`src/rtl/stream_mux_pkg.sv`:
```
// Shared definitions for the N:1 streaming multiplexer: mode encoding and
// a constant-function log2 used to size channel-index ports.
package stream_mux_pkg;

    typedef enum logic {
        MODE_FIXED = 1'b0,
        MODE_RR    = 1'b1
    } mode_e;

    // Ceiling log2, never below 1 so a 2-channel mux still gets a 1-bit index.
    function automatic int clog2(input int value);
        int result;
        result = 1;
        for (int i = 1; i < 31; i++) begin
            if ((1 << i) < value) begin
                result = i + 1;
            end
        end
        return result;
    endfunction

endpackage

```
`src/rtl/stream_mux_nto1_rr_arbiter.sv`:
```
// Rotate-priority encoder: returns the first requesting channel found when
// searching from ptr upward, wrapping modulo N. Purely combinational; the
// pointer itself lives in the parent so it only moves on accepted beats.
module rr_arbiter
    import stream_mux_pkg::*;
#(
    parameter  int N    = 4,
    localparam int SELW = clog2(N)
) (
    input  logic [N-1:0]    req,
    input  logic [SELW-1:0] ptr,
    output logic [SELW-1:0] gnt_idx,
    output logic            gnt_vld
);

    int cand;

    // Walk the N candidates in priority order starting at ptr; first hit wins.
    always_comb begin
        gnt_idx = '0;
        gnt_vld = 1'b0;
        cand    = 0;
        for (int k = 0; k < N; k++) begin
            cand = (int'(ptr) + k) % N;
            if (!gnt_vld && req[cand[SELW-1:0]]) begin
                gnt_vld = 1'b1;
                gnt_idx = cand[SELW-1:0];
            end
        end
    end

endmodule

```
`src/rtl/stream_mux_nto1.sv`:
```
// N:1 valid/ready stream multiplexer with a 1-entry registered output stage.
// Channel choice is either a fixed select index or round-robin arbitration;
// the output register refills in the same cycle it drains, so a continuously
// ready consumer sees one beat per cycle.
module stream_mux_nto1
    import stream_mux_pkg::*;
#(
    parameter  int N     = 4,
    parameter  int WIDTH = 8,
    localparam int SELW  = clog2(N)
) (
    input  logic               clk,
    input  logic               rst,
    input  logic               mode,
    input  logic [SELW-1:0]    sel,
    input  logic [N-1:0]       in_valid,
    input  logic [N*WIDTH-1:0] in_data,
    output logic [N-1:0]       in_ready,
    output logic               out_valid,
    output logic [WIDTH-1:0]   out_data,
    output logic [SELW-1:0]    out_ch,
    input  logic               out_ready
);

    // Valid vector padded to the full index range so an out-of-range select
    // lands on a zero bit and simply produces no grant.
    localparam int NPOW = 1 << SELW;

    logic [SELW-1:0]  rr_ptr;
    logic [SELW-1:0]  ptr_next;
    logic [SELW-1:0]  rr_idx;
    logic             rr_vld;
    logic [SELW-1:0]  grant_idx;
    logic             grant_vld;
    logic [NPOW-1:0]  valid_ext;
    logic [WIDTH-1:0] ch_data [N];
    logic             can_load;
    logic             take;

    rr_arbiter #(
        .N (N)
    ) u_rr_arbiter (
        .req     (in_valid),
        .ptr     (rr_ptr),
        .gnt_idx (rr_idx),
        .gnt_vld (rr_vld)
    );

    // Unpack the flat data bus into one word per channel.
    always_comb begin
        for (int i = 0; i < N; i++) begin
            ch_data[i] = in_data[i*WIDTH +: WIDTH];
        end
    end

    // Select the grant source for the current mode.
    always_comb begin
        valid_ext          = '0;
        valid_ext[N-1:0]   = in_valid;
        grant_idx          = '0;
        grant_vld          = 1'b0;
        if (mode == MODE_RR) begin
            grant_idx = rr_idx;
            grant_vld = rr_vld;
        end else begin
            grant_idx = sel;
            grant_vld = valid_ext[sel];
        end
    end

    assign can_load = !out_valid || out_ready;

    // Ready goes only to the granted channel, and only when the output stage
    // can take a beat this cycle; reset forces every ready low.
    always_comb begin
        in_ready = '0;
        for (int i = 0; i < N; i++) begin
            in_ready[i] = !rst && can_load && grant_vld && (grant_idx == SELW'(i));
        end
    end

    assign take     = |(in_valid & in_ready);
    assign ptr_next = (grant_idx == SELW'(N - 1)) ? '0 : grant_idx + 1'b1;

    // Output stage: load on an accepted input beat (replacing any draining
    // beat), clear on a drain with no refill, otherwise hold.
    always_ff @(posedge clk) begin
        if (rst) begin
            out_valid <= 1'b0;
            out_data  <= '0;
            out_ch    <= '0;
            rr_ptr    <= '0;
        end else begin
            if (take) begin
                out_valid <= 1'b1;
                out_data  <= ch_data[grant_idx];
                out_ch    <= grant_idx;
                if (mode == MODE_RR) begin
                    rr_ptr <= ptr_next;
                end
            end else if (out_ready) begin
                out_valid <= 1'b0;
            end
        end
    end

endmodule

```
`config.mk`:
```
export PLATFORM = sky130hd
export DESIGN_NAME = stream_mux_nto1
export DESIGN_NICKNAME = d
export VERILOG_FILES = /design/src/rtl/stream_mux_pkg.sv /design/src/rtl/stream_mux_nto1_rr_arbiter.sv /design/src/rtl/stream_mux_nto1.sv
export SDC_FILE = /design/constraint.sdc
export NUM_CORES = 1
export LEC_CHECK = 0
export CAP_MARGIN = 20
export CORE_AREA = 10 10 64 66
export CTS_CLUSTER_DIAMETER = 120
export CTS_CLUSTER_SIZE = 10
export DETAILED_ROUTE_END_ITERATION = 16
export DIE_AREA = 0 0 74 76
export GPL_ROUTABILITY_DRIVEN = 1
export PLACE_DENSITY = 0.71
export SLEW_MARGIN = 20
export SYNTH_ARGS = -nofsm -noshare
export SYNTH_HDL_FRONTEND = slang
export SYNTH_SLANG_ARGS = --single-unit
export TNS_END_PERCENT = 30
```
`constraint.sdc`:
```
create_clock -name clk -period 3.2 [get_ports clk]
set_input_delay 0.48 -clock clk [delete_from_list [all_inputs] [get_ports clk]]
set_output_delay 0.48 -clock clk [all_outputs]
set_load 0.005 [all_outputs]
```
# Word-level counts from Yosys, hierarchy flattened
# Cells that the tools add are included.
[word_totals] reg_bits=13 latchBits=0 ram_bits=0 romBits=0 in_bits=42 output_inout_bits=15 word_cells=64 memories=0
[classes] addsub=4 multipliers=0 div=0 n_lt_le_gt_ge=6 eq_ne=3 shift=0 mux=26 bitwise_logic=2 n_reduce_logical=19
[ops] cell="binary-select mux 8 bit (select 2 bit)" n=1
[ops] cell="two-way mux 8 bit" n=2
[ops] cell="< comparator 2 x 3 -> 1 bit, second input constant" n=5
[ops] cell="two-way mux 1 bit" n=12
[ops] cell="two-way mux 2 bit" n=6
[ops] cell="binary-select mux 1 bit (select 2 bit)" n=5
[ops] cell="logical AND 1 bit" n=9
[ops] cell="zero test 1 bit" n=5
[ops] cell="adder 2 x 1 -> 2 bit, second input constant" n=2
[ops] cell="adder 2 bit, second input constant" n=2
[ops] cell="AND 4 bit" n=1
[ops] cell="equality test 2 bit, second input constant" n=2
[ops] cell="OR reduction 4 bit" n=1
[ops] cell="greater-or-equal comparator 3 bit, second input constant" n=1
[ops] cell="inverter 2 -> 3 bit" n=1
[ops] cell="equality test 2 x 1 -> 1 bit, second input constant" n=1
[ops] cell="zero test 2 bit" n=1
[ops] cell="AND reduction 2 bit" n=1
[ops] cell="nonzero test 2 bit" n=1
[ops] cell="logical OR 1 bit" n=1

# Depth between registers and ports, before layout
# Gate-level depths: netlist of run 1.
[depth] depth_word=18 mapped_depth=7 mapped_depth_nobuf=5

# By module
# Synthesis of run 1 repeated with hierarchy kept, for this count alone.
[unflattened] cells_unflattened=123 hier_area_um2=1134.8
[modules_own_cells] module="stream_mux_nto1" n_inst=1 cells_each=108 area_per_inst_um2=1057.3 seq_area_each_um2=260.2
[modules_own_cells] module="rr_arbiter" n_inst=1 cells_each=15 area_per_inst_um2=77.6 seq_area_each_um2=0.0

# Least setup slack after synthesis of run 1
# Ideal clock, no wire load.
[synth_timing] path_type="input to output" from="input port sel[0]" to="output port in_ready[1]" arrival_ps=1568 t_required_ps=2720 slack_ps=1152 cell_stages=5 path_buffers=1 cell_sequence="mux4_2 > or2_0 > nand2_1 > clkbuf_1 > nor3_1"
[synth_via] elab_chain_len=5 elab_cells_between_ends=7 cone_classes="1 x eq/ne; 4 x mux; 2 x reduce/logical"
[synth_lines] item="start, declared" line_no="stream_mux_nto1.sv:15" source="input logic [SELW-1:0] sel,"
[synth_lines] item="binary-select mux 1 bit (select 2 bit)" line_no="stream_mux_nto1.sv:67" source="grant_vld = valid_ext[sel];"
[synth_lines] item="two-way mux 1 bit (not written as such)" line_no="stream_mux_nto1.sv:67"
[synth_lines] item="two-way mux 1 bit" line_no="stream_mux_nto1.sv:62" source="if (mode == MODE_RR) begin"
[synth_lines] item="logical AND 1 bit" line_no="stream_mux_nto1.sv:78" source="in_ready[i] = !rst && can_load && grant_vld && (grant_idx == SELW'(i));"
[synth_lines] item="logical AND 1 bit (*)" line_no="stream_mux_nto1.sv:78"
[synth_lines] item="end, declared" line_no="stream_mux_nto1.sv:18" source="output logic [N-1:0] in_ready,"
# Every way passes the cells marked *; elsewhere a longest branch is shown, timed or not. The select of a mux whose other input is x is not followed.

# Final worst setup path of run 1
[layout_timing] from="input port sel[0]" to="output port in_ready[0]"
# The elaborated chain is that of the path after synthesis.

==> results of run 1 <==
[layer usage]
layer	track usage, %	vias to the layer above	part of all wire (%)
li1	-	489	-
met1	12.1	452	40
met2	17.3	50	45
met3	6.64	8	12
met4	5.97	0	2.7
met5	0	-	0
[registers in the layout, summed over array words and instances, names as in the netlist]
name,cells
out_ch,2
out_data,8
out_valid,1
rr_ptr,2
[worst paths after layout]
check	end	slack, ps
max	in_ready[0]	210
min	out_ch[1]	460
max reg2reg	out_data[7]	1340
min reg2reg	out_ch[1]	460
[logic make-up (layout without fill, tap and decap cells)]
group | Yosys count | count (layout)
xor gates and xnor gates | 1 | 1
buffers and inverters | 7 | 65
AOI/OAI and AO/OA | 22 | 22
DFF | 13 | 13
muxes | 17 | 17
and+or+nand+nor | 38 | 38
[stage by stage]
stage / area, sq um / hold slack [ps] / worst slack, ps / cells
finish: 1530 / 461 / 208 / 189
detailed placement: 1510 / 453 / 200 / 185
global route: 1530 / 514 / 55.3 / 189
floorplan: 913 / 453 / 1150 / 98
CTS: 1530 / 464 / 190 / 189
global placement: 1510 / 447 / 246 / 185
[area by class of cell]
| cell class | count | area [sq um] | area share, % |
|---|---|---|---|
| Clock buffer | 4 | 26.3 | 1.71 |
| Inverter | 1 | 3.75 | 0.245 |
| Multi-Input combinational cell | 78 | 612 | 39.9 |
| Sequential cell | 13 | 260 | 17.0 |
| Tap cell | 33 | 41.3 | 2.69 |
| Timing Repair Buffer | 60 | 591 | 38.5 |
[cells in the final DEF, fill, tap and decap left out, drive strengths merged, types with 3 or more instances in the layout]
master / n
nand2b: 4
a211oi: 3
clkbuf: 4
nor2: 6
clkdlybuf4s50: 56
o21ai: 3
buf: 4
mux2i: 16
nor2b: 6
dfxtp: 13
o221ai: 9
nand3b: 8
nand2: 7
[where the power goes]
group	internal, mW	total (mW)	leakage, nW	switching (mW)
Sequential	0.183	0.195	0.108	0.0122
Clock	0.0484	0.103	0.0150	0.0546
Combinational	0.133	0.216	0.470	0.0832
[worst max-delay path: stages]
cell and delay, ps:
clkdlybuf4s50_1 500, mux4_2 490, or2_0 230, and2_1 210, nand2_1 110, nor2_1 50
clkdlybuf4s50_1 460
==> run metrics, run 1 <==
ys flop type=dfxtp_1; Cell variety after synth=30; most frequent cell after synthesis=mux2i_1; routed via count=999; Synth top area share=28.5%; Die H=76 um; row cnt=20; Clk Latency, worst-skew pair=280 ps; CTS Buf Count=3; drt via density=5.29; outcome=complete, no violations; initial antenna violation count=0; final hold viol count=0; total grt overflow=0; Max Fanout on Critical Path=6; Critical Path End Type=primary output; CP Launch Point=sel[0]; Remaining DRCs=0; cell taking the most area after synthesis=dfxtp_1; FMAX=334 MHz; Synth Area in Compound Gates=22.2%; Avg Cell Area, Syn=9.32 sq um; Antenna Violating Nets Remaining=0; CP required=2720 ps; Worst Skew=2.11 ps; Setup Fix Bufs, Post-CTS=0; Post-Synth XOR/XNOR Area=0.959%; Critical Path AT=2510 ps; Worst Tran Pin Value=346 ps; Layout Utilization=52.4%; Core ar.=0.00293 sq mm; Initial DRC Count=92; drt first pass iters=4; CP startpoint kind=primary input; FF-to-FF path depth=6; synthesized cell area=913 sq um; CTS root buf=clkbuf_4; multiplexer share of the synthesized area=20.0%; reg-to-reg startpoint=rr_ptr[0]; final-layout fill cell count=300; top cells by count, synth=mux2i_1 (16), dfxtp_1 (13), nand3b_1 (8), o221ai_1 (8), nand2_1 (7); # IOs=57; WL/cell=16.8 um; Tot Pwr=0.515 mW; Synth Area in Adders=0%; CTS tree=yes; Hold Path Cell Cnt=2; EDFF count, synth=0; DIE AREA=0.00562 sq mm; first-pass GRT wire length=5.18 mm; share of cells above drive strength 1=8.97%; starting density of the core=31.2%; pin count of the biggest net entering global routing=19; I/O Buffers=56; Area contributors post-synth=dfxtp_1 (28%), mux2i_1 (18%), o221ai_1 (7.7%); Worst Hold Launch=out_ch[1]; VDD IR max=0.205 mV; Lkg Pwr=0.593 nW; die width=74 um; nets=199; # hold bufs at CTS=0; Syn Nets=140; clock-pin slew on the worst setup and hold paths=80 ps; Yosys Warn Count=0; Final period util=93.5%; GPL Wtd Cong=0.852; ANT cells=0; Bufs on Longest Clock Path=2; Yosys reg bits=13; worst hold path type=reg2reg; power density cells=336 mW/mm^2; number of global-route vias before repair=1086; Slew Limit Fails=0; max cap viols=0; main combinational cell family by area after synthesis=simple AND/OR/NAND/NOR gates; Simple-Gate Fraction of Synth Area=23.8%; WL final=3.18 mm; Post-synth ARST share=0%; setup TNS=0 ps; GRT Total Usage=11.4%; post-route minimum period=2990 ps; sequential share of the synthesized area=28.5%; Synth Instances=98; CTS-repair resized insts=0; Final HPWL DP=2.66 mm; RSZ-0062 raised after global routing=no; H-tree Lvls=1; Finish-stage setup viols=0; Area growth syn-to-layout=67.9%; CTS Sinks=13; WS Path Type=in2out; Worst slew margin=76.9%
(Power assumes the default switching activity.)
==> run 2: changes to the inputs <==
Settings changed: CTS_CLUSTER_SIZE 10 to default, MAX_ROUTING_LAYER from default to met4.
==> run 2 against run 1 <==
Combinational power is essentially flat; worst hold slack about the same; register-to-register slack hardly changed; sequential power about the same; clock power barely moved; power hardly changed; non-clock buffer count unchanged; critical path depth is the same; largest power group unchanged; setup slack worse by 19 ps.
==> run metrics, run 2 (synthesized netlist as in run 1, its figures left out) <==
GRT Total Usage=11.7% (was 11.4%); I/O Buffers=56 (unchanged); clock network power share=20.0% (about the same); Comb power frac=42.0% (about the same); largest registers=out_data x8, out_ch x2, rr_ptr x2 (unchanged); # IOs=57 (unchanged); CTS root buf=clkbuf_4 (unchanged); die width=74 um (unchanged); initial antenna violation count=0 (unchanged); total grt overflow=0 (unchanged); Pint=0.365 mW (about the same); CP cell instances=clkdlybuf4s50_1 -> nor4_2 -> nor2_1 -> a41oi_4 -> nand2_1 -> nor2_1 -> clkdlybuf4s50_1 (was clkdlybuf4s50_1 -> mux4_2 -> or2_0 -> and2_1 -> nand2_1 -> nor2_1 -> clkdlybuf4s50_1); setup ws final=189 ps (was 208 ps); WL/cell=16.9 um (was 16.8 um); r2r setup slk=1350 ps (was 1340 ps); row cnt=20 (unchanged); Initial DRC Count=87 (was 92); Largest Register=out_data (unchanged); Max Fanout on Critical Path=5 (was 6); cell family with most CP delay=buffers and inverters (unchanged); Slowest Stage Delay on Critical Path=530 ps (was 500 ps); final hold viol count=0 (unchanged); Sw Share=29.1% (about the same); worst hold path type=reg2reg (unchanged); GPL Wtd Cong=0.865 (was 0.852); Setup Fix Bufs, Post-CTS=0 (unchanged); CP max stage cell=clkdlybuf4s50_1 (unchanged); post-route minimum period=3010 ps (was 2990 ps); WS Path Type=in2out (unchanged); CTS-repair resized insts=0 (unchanged); Antenna Violating Nets Remaining=0 (unchanged); WL final=3.19 mm (was 3.18 mm); CP required=2720 ps (about the same); drt first pass iters=4 (unchanged); FF-to-FF path depth=6 (unchanged); DP Area=0.00151 sq mm (unchanged); RSZ-0062 raised after global routing=no (unchanged); ANT cells=0 (unchanged); max reg flops=8 (unchanged); Final period util=94.1% (was 93.5%); Layout Utilization=52.4% (unchanged); CP startpoint kind=primary input (unchanged); FMAX=332 MHz (was 334 MHz); setup TNS=0 ps (unchanged); Reg power frac=38.0% (about the same); clock-pin slew on the worst setup and hold paths=80 ps (about the same); number of global-route vias before repair=1089 (was 1086); Final Cell Area=0.00153 sq mm (unchanged); Critical Path End Type=primary output (unchanged); Worst Tran Pin Value=341 ps (was 346 ps); # hold bufs at CTS=0 (unchanged); power density cells=335 mW/mm^2 (was 336 mW/mm^2); drt via density=5.31 (was 5.29); Bufs on Longest Clock Path=2 (unchanged); max cap viols=0 (unchanged); VDD IR max=0.205 mV (about the same); nets=199 (unchanged); CTS Buf Count=3 (unchanged); Hold Path Cell Cnt=2 (unchanged); H-tree Lvls=1 (unchanged); CTS tree=yes (unchanged); Core ar.=0.00293 sq mm (unchanged); share of cells above drive strength 1=8.97% (unchanged); starting density of the core=31.2% (unchanged); sw power=0.150 mW (about the same); Slew Limit Fails=0 (unchanged); final-layout fill cell count=300 (unchanged); outcome=complete, no violations (unchanged); commonest non-fill, non-tap cell in the layout=clkdlybuf4s50_1 (unchanged); Final HPWL DP=2.66 mm (unchanged); CTS Sinks=13 (unchanged); Lkg Pwr=0.593 nW (unchanged); Worst slew margin=77.1% (was 76.9%); CP bufs+invs=2 (unchanged); routed via count=1004 (was 999); DIE AREA=0.00562 sq mm (unchanged); Die H=76 um (unchanged); Critical Path AT=2530 ps (was 2510 ps); Worst Skew=1.98 ps (was 2.11 ps); instance count on the critical path=7 (unchanged); most frequent cells in the layout=clkdlybuf4s50_1 (56), mux2i_1 (16), dfxtp_1 (13) (unchanged); pin count of the biggest net entering global routing=19 (unchanged); Area growth syn-to-layout=67.9% (unchanged); Clk Latency, worst-skew pair=280 ps (about the same); Remaining DRCs=0 (unchanged); smallest hold slack=461 ps (about the same); Finish-stage setup viols=0 (unchanged); Setup WS pre-CTS=200 ps (unchanged); first-pass GRT wire length=5.18 mm (about the same)
[run 2: metrics by stage]
step           cells  power (mW)
4_1_cts          189       0.521
6_report         189       0.514
2_1_floorplan     98       0.298
3_3_place_gp     185       0.413
5_1_grt          189       0.549
3_5_place_dp     185       0.417
[run 2: routing by layer]
| metal | global-route usage [%] | vias to the layer above | part of all wire [%] |
|---|---|---|---|
| li1 | - | 488 | - |
| met3 | 5.21 | 8 | 9.2 |
| met2 | 17.3 | 54 | 45 |
| met1 | 12.9 | 454 | 43 |
| met4 | 5.97 | 0 | 2.7 |
| met5 | - | - | 0 |
[run 2: layout make-up]
| cell class | instances | area [sq um] | share of cell area [%] |
|---|---|---|---|
| Sequential cell | 13 | 260 | 17.0 |
| Tap cell | 33 | 41.3 | 2.69 |
| Inverter | 1 | 3.75 | 0.245 |
| Clock buffer | 4 | 26.3 | 1.71 |
| Timing Repair Buffer | 60 | 591 | 38.5 |
| Multi-Input combinational cell | 78 | 612 | 39.9 |
[run 2: power groups by stage]
stage	Combinational (mW)	Clock, mW	Sequential, mW
after global routing	0.235	0.115	0.199
final	0.216	0.103	0.195
after detailed placement	0.218	0	0.199
after global placement	0.215	0	0.198
after CTS	0.219	0.106	0.195
after floorplan	0.0983	0	0.200
[run 2: final timing paths]
path,startpoint,end
max reg2reg,rr_ptr[0],out_data[7]
min reg2reg,out_ch[1],out_ch[1]
max,in_valid[1],in_ready[0]
min,out_ch[1],out_ch[1]
[run 2: worst min-delay path, stage by stage (launching register included)]
cell,delay (ps)
dfxtp_1,320
nand2_1,50
a21oi_1,50
==> run 3: changes to the inputs <==
Settings changed: GPL_TIMING_DRIVEN from default to 0.
==> run 3 against run 2 <==
Sequential cell count unchanged; via count increased by 0.30%; critical endpoint is now in_ready[2]; clock power barely moved; sequential power about the same; combinational power is essentially flat; setup slack got worse by 33 ps; cell count stayed put; cell area increased by 1.1%; critical path depth is the same; register-to-register slack improved by 110 ps.
==> run metrics, run 3 (synthesized netlist as in run 1, its figures left out) <==
Final HPWL DP=2.57 mm (was 2.66 mm); WS Path Type=in2out (unchanged); CTS Buf Count=3 (unchanged); drt first pass iters=4 (unchanged); Lkg Pwr=0.619 nW (was 0.593 nW); Initial DRC Count=70 (was 87); CP required=2720 ps (about the same); total grt overflow=0 (unchanged); Worst Skew=1.02 ps (was 1.98 ps); max reg flops=8 (unchanged); Final Cell Area=0.00155 sq mm (was 0.00153 sq mm); Largest Register=out_data (unchanged); WL/cell=16.3 um (was 16.9 um); Setup WS pre-CTS=-81.1 ps (was 200 ps); FMAX=328 MHz (was 332 MHz); setup TNS=0 ps (unchanged); GRT Total Usage=11.0% (was 11.7%); starting density of the core=31.2% (unchanged); Max Fanout on Critical Path=6 (was 5); Critical Path AT=2560 ps (was 2530 ps); Final period util=95.2% (was 94.1%); # IOs=57 (unchanged); post-route minimum period=3040 ps (was 3010 ps); CTS Sinks=13 (unchanged); Remaining DRCs=0 (unchanged); number of global-route vias before repair=1079 (was 1089); # placed instances=186 (was 185); routed via count=1007 (was 1004); final hold viol count=0 (unchanged); ANT cells=0 (unchanged); clock-pin slew on the worst setup and hold paths=80 ps (about the same); grt met2 use=17.4% (was 17.3%); Critical Path End Type=primary output (unchanged); DP Area=0.00151 sq mm (about the same); RSZ-0062 raised after global routing=no (unchanged); Antenna Violating Nets Remaining=0 (unchanged); Die H=76 um (unchanged); outcome=complete, no violations (unchanged); Bufs on Longest Clock Path=2 (unchanged); Area growth syn-to-layout=69.7% (was 67.9%); met3 Resource Use GR=4.56% (was 5.21%); pin count of the biggest net entering global routing=12 (was 19); Slew Limit Fails=0 (unchanged); H-tree Lvls=1 (unchanged); CTS tree=yes (unchanged); Finish-stage setup viols=0 (unchanged); WL final=3.08 mm (was 3.19 mm); Slowest Stage Delay on Critical Path=510 ps (was 530 ps); drt via density=5.33 (was 5.31); first-pass GRT wire length=4.95 mm (was 5.18 mm); CP startpoint kind=primary input (unchanged); Worst slew margin=72.1% (was 77.1%); I/O Buffers=55 (was 56); max cap viols=0 (unchanged); VDD IR max=0.196 mV (was 0.205 mV); largest registers=out_data x8, out_ch x2, rr_ptr x2 (unchanged); Worst Tran Pin Value=419 ps (was 341 ps); initial antenna violation count=0 (unchanged); die width=74 um (unchanged); worst hold path type=reg2reg (unchanged); commonest non-fill, non-tap cell in the layout=clkdlybuf4s50_1 (unchanged); nets=199 (unchanged); setup ws final=155 ps (was 189 ps); power density cells=333 mW/mm^2 (was 335 mW/mm^2); crit-path most repeated cell=clkdlybuf4s50_1; met1 Use GR=12.4% (was 12.9%); CP max stage cell=clkdlybuf4s50_1 (unchanged); row cnt=20 (unchanged); DIE AREA=0.00562 sq mm (unchanged); non-filler cells, final=189 (unchanged); share of cells above drive strength 1=8.97% (unchanged); Clk Latency, worst-skew pair=270 ps (was 280 ps); Top Usage Layer GRT=met2 (unchanged); GPL Wtd Cong=0.817 (was 0.865); Core ar.=0.00293 sq mm (unchanged); CTS root buf=clkbuf_4 (unchanged); CP cell instances=clkdlybuf4s50_1 -> mux4_2 -> or2_0 -> and2_1 -> nand2_1 -> nor2_1 -> clkdlybuf4s50_1 (was clkdlybuf4s50_1 -> nor4_2 -> nor2_1 -> a41oi_4 -> nand2_1 -> nor2_1 -> clkdlybuf4s50_1); most frequent cells in the layout=clkdlybuf4s50_1 (52), mux2i_1 (16), dfxtp_1 (13) (was clkdlybuf4s50_1 (56), mux2i_1 (16), dfxtp_1 (13))
[run 3: changes by cell type in the layout (fill, tap and decap cells not counted), sizes merged]
cell           before  now
buf                 4    3
clkbuf              4    6
dlymetal6s2s        0    3
clkdlybuf4s50      56   52
[run 3: per-stage QoR]
stage	power (mW)	utilization, %	hold slack, ps
global route	0.546	52.9	493
detailed placement	0.419	51.4	459
CTS	0.520	52.5	469
floorplan	0.298	-	453
finish	0.515	52.9	463
global placement	0.414	51.4	450
[run 3: path summary, 6_finish.rpt]
check,start,to,slack (ps),cells past startpoint
worst min register to register,out_ch[1],out_ch[1],460,2
worst max-delay path,sel[0],in_ready[2],160,7
worst max register to register,rr_ptr[0],out_data[1],1460,7
worst min-delay path,out_ch[1],out_ch[1],460,2
[run 3: layout make-up]
class | instances | area [sq um]
Inverter | 1 | 3.75
Multi-Input combinational cell | 78 | 623
Fill cell | 285 | 1380
Sequential cell | 13 | 260
Tap cell | 33 | 41.3
Clock buffer | 4 | 26.3
Timing Repair Buffer | 56 | 566
Buffer | 4 | 30.0
[run 3: critical path: cells and delay by family]
| kind | cells | cell delay [ps] |
|---|---|---|
| muxes | 1 | 510 |
| buffers and inverters | 2 | 960 |
| and+or+nand+nor | 4 | 620 |
[run 3: what timing repair did]
| item | 4_1_cts | 5_1_grt |
|---|---|---|
| endpoints found under the setup margin | 4 | 4 |
| cloned | 0 | 0 |
| buffers inserted | 0 | 1 |
| hold buffers | 0 | 0 |
| pin swaps | 0 | 3 |
| resized for setup | 1 | 4 |
[run 3: routing by layer]
metal  up-vias  part of all wire, %
met5         -                    0
met2        40                   47
met4         0                 0.49
met1       469                   44
met3         2                  8.6
li1        496                    -
[run 3: where the power goes]
group	internal [mW]	switching, mW	leakage [nW]
sequential	0.183	0.0122	0.108
combinational	0.134	0.0844	0.496
clock	0.0482	0.0536	0.0150
total	0.365	0.150	0.619
